===== config.mk =====
export PLATFORM = sky130hd
export DESIGN_NAME = qam_symbol_demapper
export DESIGN_NICKNAME = d
export VERILOG_FILES = /design/src/rtl/qam_symbol_demapper.sv
export SDC_FILE = /design/constraint.sdc
export NUM_CORES = 1
export LEC_CHECK = 0
export ABC_AREA = 0
export CAP_MARGIN = 20
export CORE_ASPECT_RATIO = 1.25
export CORE_MARGIN = 8
export CORE_UTILIZATION = 45
export DETAILED_ROUTE_END_ITERATION = 6
export PLACE_DENSITY = 0.79
export SKIP_LAST_GASP = 1
export SLEW_MARGIN = 20
export SYNTH_ARGS = -nofsm -noshare
export SYNTH_HDL_FRONTEND = slang
export SYNTH_SLANG_ARGS = --single-unit
export TNS_END_PERCENT = 10

===== constraint.sdc =====
create_clock -name clk_i -period 3.2 [get_ports clk_i]
set_input_delay 0.8 -clock clk_i [delete_from_list [all_inputs] [get_ports clk_i]]
set_output_delay 0.8 -clock clk_i [all_outputs]
set_load 0.05 [all_outputs]

===== src/rtl/qam_symbol_demapper.sv =====
// QPSK/16QAM hard-decision demapper: slices I/Q samples to 2/4-bit words,
// queues them in a small FIFO and serializes them MSB-first over valid/ready.
module qam_symbol_demapper #(
    parameter int DEPTH  = 4,
    parameter int THRESH = 536870912
) (
    input  logic               clk_i,
    input  logic               rst_i,
    input  logic               mod_type_i,
    input  logic               sym_valid_i,
    input  logic signed [31:0] sym_i_i,
    input  logic signed [31:0] sym_q_i,
    output logic               bit_out_o,
    output logic               bit_valid_o,
    input  logic               bit_ready_i,
    output logic               overflow_o,
    output logic [15:0]        sym_count_o
);

    localparam int PW = $clog2(DEPTH);
    localparam logic signed [31:0] THR_P = 32'(THRESH);
    localparam logic signed [31:0] THR_N = -THR_P;
    localparam logic [PW:0]        CNT_ONE  = (PW+1)'(1);
    localparam logic [PW:0]        CNT_FULL = (PW+1)'(DEPTH);
    localparam logic [PW-1:0]      PTR_ONE  = PW'(1);

    typedef enum logic {IDLE, SHIFT} state_t;

    // Comparing against both signed bounds avoids abs(), so -2^31 is safe.
    function automatic logic is_inner(input logic signed [31:0] x);
        return (x > THR_N) && (x < THR_P);
    endfunction

    logic [3:0]    word_s;
    logic          s1_v_q;
    logic [4:0]    s1_data_q;
    logic [4:0]    mem_q [DEPTH];
    logic [PW-1:0] wr_ptr_q, rd_ptr_q;
    logic [PW:0]   count_q;
    logic          full_s, empty_s, push_s, pop_s, drop_s, load_s, shift_s;
    logic [4:0]    fifo_out_s;
    state_t        state_q, state_d;
    logic [3:0]    shift_q;
    logic [2:0]    bit_cnt_q;
    logic          overflow_q;
    logic [15:0]   sym_count_q;

    always_comb begin
        word_s = 4'b0000;
        if (mod_type_i) begin
            word_s = {sym_i_i[31], is_inner(sym_i_i), sym_q_i[31], is_inner(sym_q_i)};
        end else begin
            word_s = {2'b00, sym_i_i[31], sym_q_i[31]};
        end
    end

    always_ff @(posedge clk_i) begin
        if (rst_i) begin
            s1_v_q    <= 1'b0;
            s1_data_q <= 5'd0;
        end else begin
            s1_v_q <= sym_valid_i;
            if (sym_valid_i) begin
                s1_data_q <= {mod_type_i, word_s};
            end
        end
    end

    assign full_s     = (count_q == CNT_FULL);
    assign empty_s    = (count_q == '0);
    assign push_s     = s1_v_q && (!full_s || pop_s);
    assign drop_s     = s1_v_q && full_s && !pop_s;
    assign fifo_out_s = mem_q[rd_ptr_q];

    always_ff @(posedge clk_i) begin
        if (rst_i) begin
            for (int k = 0; k < DEPTH; k++) begin
                mem_q[k] <= 5'd0;
            end
            wr_ptr_q    <= '0;
            rd_ptr_q    <= '0;
            count_q     <= '0;
            overflow_q  <= 1'b0;
            sym_count_q <= 16'd0;
        end else begin
            if (push_s) begin
                mem_q[wr_ptr_q] <= s1_data_q;
                wr_ptr_q        <= wr_ptr_q + PTR_ONE;
                sym_count_q     <= sym_count_q + 16'd1;
            end
            if (pop_s) begin
                rd_ptr_q <= rd_ptr_q + PTR_ONE;
            end
            case ({push_s, pop_s})
                2'b10:   count_q <= count_q + CNT_ONE;
                2'b01:   count_q <= count_q - CNT_ONE;
                default: count_q <= count_q;
            endcase
            if (drop_s) begin
                overflow_q <= 1'b1;
            end
        end
    end

    // Reload on the last handshake keeps the stream gap-free across words.
    always_comb begin
        state_d = state_q;
        pop_s   = 1'b0;
        load_s  = 1'b0;
        shift_s = 1'b0;
        case (state_q)
            IDLE: begin
                if (!empty_s) begin
                    pop_s   = 1'b1;
                    load_s  = 1'b1;
                    state_d = SHIFT;
                end else begin
                    state_d = IDLE;
                end
            end
            SHIFT: begin
                if (bit_ready_i) begin
                    if (bit_cnt_q == 3'd1) begin
                        if (!empty_s) begin
                            pop_s  = 1'b1;
                            load_s = 1'b1;
                        end else begin
                            state_d = IDLE;
                        end
                    end else begin
                        shift_s = 1'b1;
                    end
                end else begin
                    state_d = SHIFT;
                end
            end
            default: state_d = IDLE;
        endcase
    end

    always_ff @(posedge clk_i) begin
        if (rst_i) begin
            state_q   <= IDLE;
            shift_q   <= 4'd0;
            bit_cnt_q <= 3'd0;
        end else begin
            state_q <= state_d;
            if (load_s) begin
                if (fifo_out_s[4]) begin
                    shift_q   <= fifo_out_s[3:0];
                    bit_cnt_q <= 3'd4;
                end else begin
                    shift_q   <= {fifo_out_s[1:0], 2'b00};
                    bit_cnt_q <= 3'd2;
                end
            end else if (shift_s) begin
                shift_q   <= {shift_q[2:0], 1'b0};
                bit_cnt_q <= bit_cnt_q - 3'd1;
            end
        end
    end

    assign bit_out_o   = shift_q[3];
    assign bit_valid_o = (state_q == SHIFT);
    assign overflow_o  = overflow_q;
    assign sym_count_o = sym_count_q;

endmodule


==> flow_summary.toml <==
[clock_tree]
post_cts_resized = 0
cts_root_buffer = "clkbuf_8"
clock-sinks = 60
clock_latency_ns = 0.34
cts.clk_slew.worst_paths_ns = 0.07
cts_tree = "built"
post_cts_buffers = 0
ctsHoldBuffers = 0
cts_buffers = 9
h-tree-depth = 3
cts.path.max_buffers = 2

[finish]
fillers = 559
layout_common_cells = "clkdlybuf4s50_1 (86), dfxtp_1 (40), a21oi_1 (25)"
drive_above_1_share_pct = 8.696
regArea_um2 = 1401
multi_input_area_um2 = 1436
final_common_cell = "clkdlybuf4s50_1"
diodes = 0
area_growth_pct = 38.68
finalNetCount = 461

[detailed_routing]
drt-wirelength-per-cell_um = 15.03
drtPass1Iterations = 4
met3_length_um = 593
dr_wl_met2_um = 3762
drc = 0
wl_met1_um = 2718
viasPerCell = 5.441
ant_nets = 0
drt_wl_total_um = 7185
drtIter0Drc = 119
top_layer = "met4"
dr_total_vias = 2601

[floorplanning]
pin_count = 88
die_h_um = 106.3
die_w_um = 88.22
core-area_um2 = 6441
start_util_pct = 45.55
die-area_um2 = 9376
row_count = 33

[grt]
grt_max_degree = 34
grt_overflow = 0
grt_usage_pct = 16.10
antenna_found_initial = 0
grt_pass1_wl_um = 11970
grt_pass1_vias = 2668

[place]
io_buffers = 87
place_ws_ns = 0.1654
place_hpwl_um = 5700
globalplace.congestion = 0.7666

[timing]
hold_viol_final = 0
tightestPinTransition_ns = 0.6310
fin_ws_ns = 0.5202
setup_viol = 0
rsz0062_at_grt = "false"
finClkSkew_ns = 0.009905
period_share_pct = 83.74
max_slew_margin_pct = 57.93
fin_tns_setup_ns = 0
period_needed_ns = 2.680
fmax_mhz = 373.2
drv_slew = 0

[setup_path]
r2r_start = "count_q[2]"
path_common_cell = "inv_1"
path_cells = "clkdlybuf4s50_1, nand3b_4, a21o_1, inv_1, ha_1, inv_1, fa_1, xor2_1, or3_1, a21oi_1"
cp.required_ns = 3.47
crit_path_top_delay_cell = "clkdlybuf4s50_1"
cp.arrival_ns = 2.95
crit_fanout = 5
critical_path.startpoint_type = "input port"
critical_path_class = "input port to flop"
cp-end-kind = "flop"
crit_path_max_incr_delay_ns = 0.53
crit_start = "bit_ready_i"

[pwr]
p_per_area_nw_per_um2 = 535.7
leakagePower_uw = 0.001464
vdd_drop_max_uv = 293.5

[logic_synthesis]
synth_cells = 294
ys_async_sr_fraction_pct = 0
synth-edff-count = 20
dominantRegCellSynth = "dfxtp_1"
ys_ff_latch = 60
seq_area_frac_synth_pct = 47.76
netlist_area_um2 = 2934
synth.avg_cell_area_um2 = 9.980
ys_types = 45
yosys_warnings = 0
synth_nets = 368

[job]
drv_cap = 0

[run_status]
status = "complete, no violations"

[hold_path]
hold_path.startpoint = "overflow_o"
min_path_type = "flop to flop"
-- state kept, by name, indices dropped and copies added (netlist names), named ones only --
register and cells:
mem_q 20, overflow_o 1, bit_valid_o 1, sym_count_o 16, s1_data_q 5, bit_cnt_q 3, shift_q 4, rd_ptr_q 2
count_q 3, wr_ptr_q 2, s1_v_q 1
-- report_power, final --
group	switching (uW)	leakage, uW	internal (uW)
combinational	337	0.000844	324
clock	277	0.0000860	294
sequential	79.4	0.000534	869
total	693	0.00146	1490
-- Yosys cell counts (all sizes together) (6+ instances only) --
cell	count	share of area, %
nand4	10	2.1
and3	8	1.7
inv	13	1.7
clkbuf	6	0.77
edfxtp	20	20
dfxtp	40	27
nand2	10	1.3
a21oi	25	4.3
nor2	19	2.4
o31ai	6	1.5
nor2b	8	1.7
or3	9	1.9
nor4	15	3.2
and2	16	3.4
nand3	9	1.5
o21ai	11	1.9
-- per-stage QoR --
stage               hold WS [ns]  cell area, um2  instances  util (%)  total power, uW
finish                    0.4843            4069        478     63.17             2180
floorplan                 0.4548            2934        294         -             1386
CTS                       0.4991            4069        478     63.17             2198
global placement          0.4634            3909        463     60.68             1599
global route              0.5231            4069        478     63.17             2310
detailed placement        0.4837            3909        463     60.68             1627
-- kinds of logic (layout without fill, tap and decap cells) --
family	after synthesis	in the layout	share of synthesized area [%]
AO/OA/AOI/OAI	60	60	13.13
XOR/XNOR	5	5	1.493
adder cells (fa/ha/maj)	5	5	2.388
buffers and inverters	24	121	3.284
flip-flops	60	60	47.76
multiplexers	12	12	6.397
AND/OR/NAND/NOR	128	128	25.54
-- cell type report --
cell class,instances,area share (%)
multi-input cells,210,35.30
clock buffers,12,3.567
repair buffers,93,22.39
clock inverters,3,0.3690
inverters,13,1.261
flip-flops and latches,60,34.44
well taps,87,2.675
-- metal layers --
layer  vias up  track usage (%)
li1       1294                -
met1      1221            16.03
met2        76            27.98
met3        10            7.485
met4         0            6.303
met5         -                0
-- critical path, delay by kind of cell --
kind / cells / cell delay [ns]
compound gates: 2 / 0.36
simple gates: 2 / 0.44
buf+inv: 3 / 0.66
fa+ha+maj: 2 / 0.55
xor+xnor: 1 / 0.16
-- final timing paths --
check | slack [ns] | endpoint | cells after the start
setup / recovery | 0.52 | count_q[2] | 10
hold / removal | 0.48 | overflow_o | 2
setup reg to reg | 0.78 | count_q[2] | 9
hold reg to reg | 0.48 | overflow_o | 2
No activity file was read; power rests on OpenSTA's default activity.
